$ cat src/rtl/writeback_stage_pkg.sv
// writeback_stage_pkg: Uop types shared by the writeback stage (regs, values, flags, exceptions, memory-stage uop, FSM states)
package Uop;
  localparam int SQ_W = 4;
  typedef logic [4:0] reg_t;
  typedef logic [31:0] val_t;
  typedef logic [3:0] flags_t;
  typedef enum logic [3:0] {EX_NONE, EX_ILLEGAL, EX_MEM_ALIGN, EX_MEM_FAULT, EX_ECALL} ex_t;
  typedef enum logic {WB_RUN, WB_SQUASH} wb_state_t;
  typedef struct packed {
    ex_t         ex;
    logic        exValid;
    reg_t        rd;
    val_t        rdVal;
    logic        rdWrite;
    logic        flagsValid;
    flags_t      flags;
    logic        memNack;
    logic [31:0] pc;
  } memory_t;
endpackage

$ cat src/rtl/pipeline_if.sv
// pipeline_if: valid/stall handshake between pipeline stages
interface pipeline_if;
  logic valid;
  logic stall;
  modport Upstream(input valid, output stall);
  modport Downstream(output valid, input stall);
endinterface

$ cat src/rtl/writeback_stage_squash_timer.sv
// squash_timer: loadable down-counter that stops at zero; done is high while the count is zero
// Ports: clk, rst (sync, active-high), load/val (load value), done
module squash_timer #(
  parameter int W = 4
) (
  input  logic         clk,
  input  logic         rst,
  input  logic         load,
  input  logic [W-1:0] val,
  output logic         done
);
  logic [W-1:0] cnt_q;
  always_ff @(posedge clk) begin
    if (rst) cnt_q <= '0;
    else if (load) cnt_q <= val;
    else if (cnt_q != '0) cnt_q <= cnt_q - 1'b1;
  end
  assign done = cnt_q == '0;
endmodule

$ cat src/rtl/writeback_stage.sv
// writeback_stage: commits memory-stage uops to RF/flags, turns exceptions and NACKs into flush+redirect, squashes the wrong path
// Ports: clk, rst (sync, active-high), u (valid in, stall out tied 0), uopIn, trapVector;
//   rfWe/rfWaddr/rfWdata, flagsWe/flagsOut (combinational commit), redirValid/redirPc/flush (registered pulse),
//   epc/cause (last trap), instret (retired count, only when WB_RETIRE_CNT_EN is defined).
module writeback_stage
  import Uop::*;
#(
  parameter int SQUASH_CYCLES = 3
) (
  input  logic        clk,
  input  logic        rst,
  pipeline_if.Upstream u,
  input  memory_t     uopIn,
  input  logic [31:0] trapVector,
  output logic        rfWe,
  output reg_t        rfWaddr,
  output val_t        rfWdata,
  output logic        flagsWe,
  output flags_t      flagsOut,
  output logic        redirValid,
  output logic [31:0] redirPc,
  output logic        flush,
  output logic [31:0] epc,
`ifdef WB_RETIRE_CNT_EN
  output logic [63:0] instret,
`endif
  output ex_t         cause
);
  localparam logic [SQ_W-1:0] SQ_INIT = SQ_W'(SQUASH_CYCLES - 1);
  wb_state_t   state_q, state_d;
  logic        redir_q;
  logic [31:0] redir_pc_q, epc_q;
  ex_t         cause_q;
  logic        live, take_ex, take_nack, fault, commit, done;
  assign u.stall   = 1'b0;
  assign live      = u.valid && state_q == WB_RUN && !rst;
  // exception wins over NACK: a faulting uop never reached the cache
  assign take_ex   = live && uopIn.exValid;
  assign take_nack = live && !uopIn.exValid && uopIn.memNack;
  assign fault     = take_ex || take_nack;
  assign commit    = live && !fault;
  assign rfWe      = commit && uopIn.rdWrite && uopIn.rd != '0;
  assign rfWaddr   = uopIn.rd;
  assign rfWdata   = uopIn.rdVal;
  assign flagsWe   = commit && uopIn.flagsValid;
  assign flagsOut  = uopIn.flags;
  assign redirValid = redir_q;
  assign flush      = redir_q;
  assign redirPc    = redir_pc_q;
  assign epc        = epc_q;
  assign cause      = cause_q;
  squash_timer #(.W(SQ_W)) u_timer (.clk(clk), .rst(rst), .load(fault), .val(SQ_INIT), .done(done));
  always_comb begin
    state_d = state_q;
    if (state_q == WB_RUN) state_d = fault ? WB_SQUASH : WB_RUN;
    else state_d = done ? WB_RUN : WB_SQUASH;
  end
  always_ff @(posedge clk) begin
    if (rst) begin
      state_q    <= WB_RUN;
      redir_q    <= 1'b0;
      redir_pc_q <= '0;
      epc_q      <= '0;
      cause_q    <= EX_NONE;
    end else begin
      state_q    <= state_d;
      redir_q    <= fault;
      redir_pc_q <= take_ex ? trapVector : take_nack ? uopIn.pc : redir_pc_q;
      epc_q      <= take_ex ? uopIn.pc : epc_q;
      cause_q    <= take_ex ? uopIn.ex : cause_q;
    end
  end
`ifdef WB_RETIRE_CNT_EN
  logic [63:0] instret_q;
  always_ff @(posedge clk) begin
    if (rst) instret_q <= '0;
    else if (commit) instret_q <= instret_q + 64'd1;
  end
  assign instret = instret_q;
`endif
endmodule

$ cat src/flat_wrapper.sv
// flat-port wrapper written by rule: the top's interface ports become plain ports
module writeback_stage_flat import Uop::*;
#(
  parameter int SQUASH_CYCLES = 3
)
  (clk, rst, uopIn, trapVector, rfWe, rfWaddr, rfWdata, flagsWe, flagsOut, redirValid, redirPc, flush, epc, cause, u_valid, u_stall);
  pipeline_if u_i ();
  input  logic clk;
  input  logic rst;
  input  memory_t uopIn;
  input  logic [31:0] trapVector;
  output logic rfWe;
  output reg_t rfWaddr;
  output val_t rfWdata;
  output logic flagsWe;
  output flags_t flagsOut;
  output logic redirValid;
  output logic [31:0] redirPc;
  output logic flush;
  output logic [31:0] epc;
  output ex_t cause;
  input wire logic [$bits(u_i.valid)-1:0] u_valid;
  output wire logic [$bits(u_i.stall)-1:0] u_stall;
  assign u_i.valid = u_valid;
  assign u_stall = u_i.stall;
  writeback_stage #(.SQUASH_CYCLES(SQUASH_CYCLES)) u_core (.clk(clk), .rst(rst), .u(u_i), .uopIn(uopIn), .trapVector(trapVector), .rfWe(rfWe), .rfWaddr(rfWaddr), .rfWdata(rfWdata), .flagsWe(flagsWe), .flagsOut(flagsOut), .redirValid(redirValid), .redirPc(redirPc), .flush(flush), .epc(epc), .cause(cause));
endmodule
$ cat config.mk
export PLATFORM = sky130hd
export DESIGN_NAME = writeback_stage_flat
export DESIGN_NICKNAME = d
export VERILOG_FILES = /design/src/rtl/writeback_stage_pkg.sv /design/src/rtl/pipeline_if.sv /design/src/rtl/writeback_stage_squash_timer.sv /design/src/rtl/writeback_stage.sv /design/src/flat_wrapper.sv
export SDC_FILE = /design/constraint.sdc
export NUM_CORES = 1
export LEC_CHECK = 0
export ABC_AREA = 1
export BUFFER_PORTS_ARGS = -buffer_cell sky130_fd_sc_hd__clkbuf_2
export CAP_MARGIN = 10
export CORE_ASPECT_RATIO = 0.5
export CORE_MARGIN = 5
export CORE_UTILIZATION = 39
export CTS_BUF_LIST = sky130_fd_sc_hd__clkbuf_8 sky130_fd_sc_hd__clkbuf_16
export CTS_CLUSTER_SIZE = 25
export DETAILED_ROUTE_END_ITERATION = 12
export PLACE_DENSITY = 0.83
export SETUP_SLACK_MARGIN = 0.2
export SKIP_LAST_GASP = 1
export SYNTH_ARGS = -nofsm -noshare
export SYNTH_HDL_FRONTEND = slang
export SYNTH_SLANG_ARGS = --single-unit
$ cat constraint.sdc
create_clock -name clk -period 1.05 [get_ports clk]
set_input_delay 0.21 -clock clk [delete_from_list [all_inputs] [get_ports clk]]
set_output_delay 0.21 -clock clk [all_outputs]
set_load 0.02 [all_outputs]
==> PnR_summary.wiki <==
{| class="wikitable"
! Metric !! Value
|-
| Violations in the final reports || setup timing
|-
| Layout Skew || 0.00899 ns
|-
| WP depth || 11
|-
| Number of core rows || 25
|-
| Netlist cell types || 22
|-
| Total number of nets in the final design || 839
|-
| CTS tree || yes
|-
| Largest area contributor in the synthesized netlist || sky130_fd_sc_hd__dfxtp_1
|-
| Final Routed Wirelength || 20100 um
|-
| Worst-path cell with the longest stage delay || sky130_fd_sc_hd__dfxtp_2
|-
| Placer Congestion || 0.830
|-
| Insertion delay to the later sink of the worst-skew pair || 0.35 ns
|-
| Pwr per Cell Area || 1310 nW/um^2
|-
| DP HPWL || 7560 um
|-
| Drt pass-1 iters || 7
|-
| Shortest period the worst path allows || 1.71 ns
|-
| Layout cells sized above 1 || 53.0%
|-
| Total track usage || 26.6%
|-
| Critical path class || flip-flop to flip-flop
|-
| Startpoint type of the worst setup path || flip-flop
|-
| Maximum number of pins on one net before global-route repair || 77
|-
| Synth Area in XOR/XNOR || 0%
|-
| Cell at the root of the clock tree || sky130_fd_sc_hd__clkbuf_16
|-
| Synth Area in Simple Gates || 41.5%
|-
| DRC violations left || 0
|-
| Worst rel slew slack || 62.8%
|-
| Antenna-violating nets left || 0
|-
| Fmax || 584 MHz
|-
| Clock-pin slew on the worst setup and hold paths || 0.06 ns
|-
| Critical Path Max Stage Delay || 0.33 ns
|-
| Mean instance size in the synthesized netlist || 6.63 um^2
|-
| Compound-Gate Fraction of Synth Area || 0.536%
|-
| Number of warnings issued by yosys || 0
|-
| Effective utilization at floorplan || 39.8%
|-
| Worst-case vdd ir drop || 0.000793 V
|-
| Number of cell instances on the worst register-to-register path || 11
|-
| Number of global-route vias before repair || 4606
|-
| Signed area change from the synthesized netlist to the final layout || 76.6%
|-
| DR vias || 5057
|-
| Arithmetic-cell share of the synthesized area counting full adders, half adders and majority gates || 0%
|-
| Die width || 148 um
|-
| Unrepaired setup endpoints after global routing || true
|-
| Main combinational cell family by area after synthesis || simple AND/OR/NAND/NOR gates
|-
| Largest delay contributor family on the critical path || buffers and inverters
|-
| Die span in y || 79.2 um
|-
| Post-synthesis cell area || 3730 um^2
|-
| Number of instances on the worst hold path || 5
|-
| Syn_nets || 679
|-
| Antenna fix cells || 0
|-
| Multiplexer fraction of the synthesized cell area || 0%
|-
| H-tree depth || 3
|-
| Synth top area share || 39.7%
|-
| Number of clock sinks || 74
|-
| Leakage || 3.30 nW
|-
| Average routed wire per standard cell || 23.7 um
|-
| GR Overflow Total || 0
|-
| Buffering stage count on the worst path with inverters included || 6
|-
| Required time at the endpoint of the critical path || 1.33 ns
|-
| Placed cell areas || 4370 um^2
|-
| Class of the most critical hold timing path || input port to flip-flop
|-
| Max FO, Critical Path || 7
|-
| Count of buffers inserted at the top-level ports || 156
|-
| Total core area || 9380 um^2
|-
| Most common cell after layout, fill and taps aside || sky130_fd_sc_hd__nor2_1
|-
| Worst path most repeated cell || sky130_fd_sc_hd__buf_6
|-
| Io pins || 230
|-
| Hold-fix buffer count after cts || 0
|-
| Vias per cell || 5.96
|-
| Number of inserted filler cells in the final layout || 561
|-
| Final standard cell area without fillers || 6590 um^2
|-
| Critical Path, Cell by Cell || buf_6 > buf_6 > nor2_4 > buf_6 > buf_12 > buf_12 > nand3_4 > buf_16 > nand2_1 > nand2_2 > nand2_2
|-
| Yosys reg bits || 74
|-
| Accumulated negative setup slack || -41.69 ns
|-
| Initial detailed-routing violation count || 747
|-
| Final hold violation count || 0
|-
| Max-cap viol count || 0
|-
| Synth top area cells || sky130_fd_sc_hd__dfxtp_1 40%, sky130_fd_sc_hd__nor2_1 15%, sky130_fd_sc_hd__nand2_1 14%
|-
| Wire length of the first global-routing pass || 24500 um
|-
| Number of setup violations in the final report || 81
|-
| Portion of the clock cycle consumed by the worst path in the final layout || 163%
|-
| Die area || 11700 um^2
|-
| Commonest non-fill, non-tap cells in the layout || 119 x sky130_fd_sc_hd__nor2_1, 118 x sky130_fd_sc_hd__nand2_1, 84 x sky130_fd_sc_hd__clkbuf_2, 75 x sky130_fd_sc_hd__buf_8, 69 x sky130_fd_sc_hd__dfxtp_2
|-
| Worst EP arrival || 1.99 ns
|-
| Actual slew at the worst max-slew pin || 0.557 ns
|-
| Largest buffer count on any clock path || 2
|-
| Register area share after synthesis || 39.7%
|-
| Count of pins over their slew limit || 0
|-
| Num CTS Buffers || 9
|-
| Final setup margin || -0.663 ns
|-
| Endpoint type of the worst setup path || flip-flop
|-
| Outcome || finished with violations
|-
| Final core utilization || 70.2%
|-
| Post-Synthesis Cells || 563
|-
| Number of antenna violations at the first check in global routing || 0
|}
[flip-flops by register name, summed over array words and instances (netlist names)]
signal	count
u_core.cause	4
u_core.epc	32
u_core.u_timer.cnt_q	4
u_core.flush	1
u_core.redirPc	32
u_core.state_q	1
[Yosys cell counts (all sizes together)]
| master | count |
|---|---|
| a21oi | 3 |
| buf | 70 |
| clkbuf | 8 |
| conb | 1 |
| dfxtp | 74 |
| inv | 42 |
| nand2 | 143 |
| nand3 | 35 |
| nand3b | 1 |
| nand4 | 36 |
| nor2 | 148 |
| nor3b | 1 |
| o21ai | 1 |
[tightest hold or removal path, stage by stage]
cell and delay (ns):
sky130_fd_sc_hd__clkbuf_2 0.07, sky130_fd_sc_hd__inv_1 0.05, sky130_fd_sc_hd__nand2_1 0.07, sky130_fd_sc_hd__nand2_1 0.04, sky130_fd_sc_hd__nand2_1 0.04
[path summary, 6_finish.rpt]
kind | from | slack, ns | to
worst max-delay path | u_core.state_q | -0.66 | u_core.redirPc[19]
worst max register to register | u_core.state_q | -0.66 | u_core.redirPc[19]
worst min-delay path | uopIn[8] | 0.18 | u_core.redirPc[8]
worst min register to register | u_core.redirPc[10] | 0.48 | u_core.redirPc[10]
[power by group]
group,internal (W),switching [W]
Sequential,0.00302,0.000194
Combinational,0.00116,0.00127
Clock,0.00166,0.00131
[metrics by stage]
step           hold slack, ns  total power (W)  std cells  worst slack, ns
2_1_floorplan           0.272          0.00417        563           0.0241
3_3_place_gp            0.420          0.00443        780           -0.359
3_5_place_dp            0.420          0.00446        780           -0.425
4_1_cts                 0.148          0.00798        824           -0.521
5_1_grt                 0.200          0.00884        849           -0.664
6_report                0.179          0.00862        849           -0.663
[what timing repair did]
action	4_1_cts	5_1_grt
cloned	11	5
pin swaps	7	22
resized for setup	280	134
endpoints found under the setup margin	146	146
buffers inserted	17	20
[logic make-up (layout without fill, tap and decap cells)]
kind of cell	after synthesis	count (layout)
and+or+nand+nor	364	365
buffers and inverters	120	284
DFF	74	74
AOI/OAI and AO/OA	4	4
other	1	1
[layer usage]
layer  vias up  GRT usage, %  part of all wire, %
met3       235          8.89                   12
met1      2255          29.3                   34
met4         0          17.0                   10
met5         -             0                    0
met2       540          44.7                   43
li1       2027             -                    -
[layout make-up]
type | count | area, um^2 | area share, %
repair buffers | 226 | 2510 | 38.1
inverters | 42 | 165 | 2.51
well taps | 121 | 151 | 2.30
flip-flops and latches | 74 | 1570 | 23.8
clock inverters | 6 | 41.3 | 0.626
multi-input cells | 370 | 1910 | 29.0
clock buffers | 10 | 239 | 3.63
Note: power is estimated with default switching activity, not from simulation.
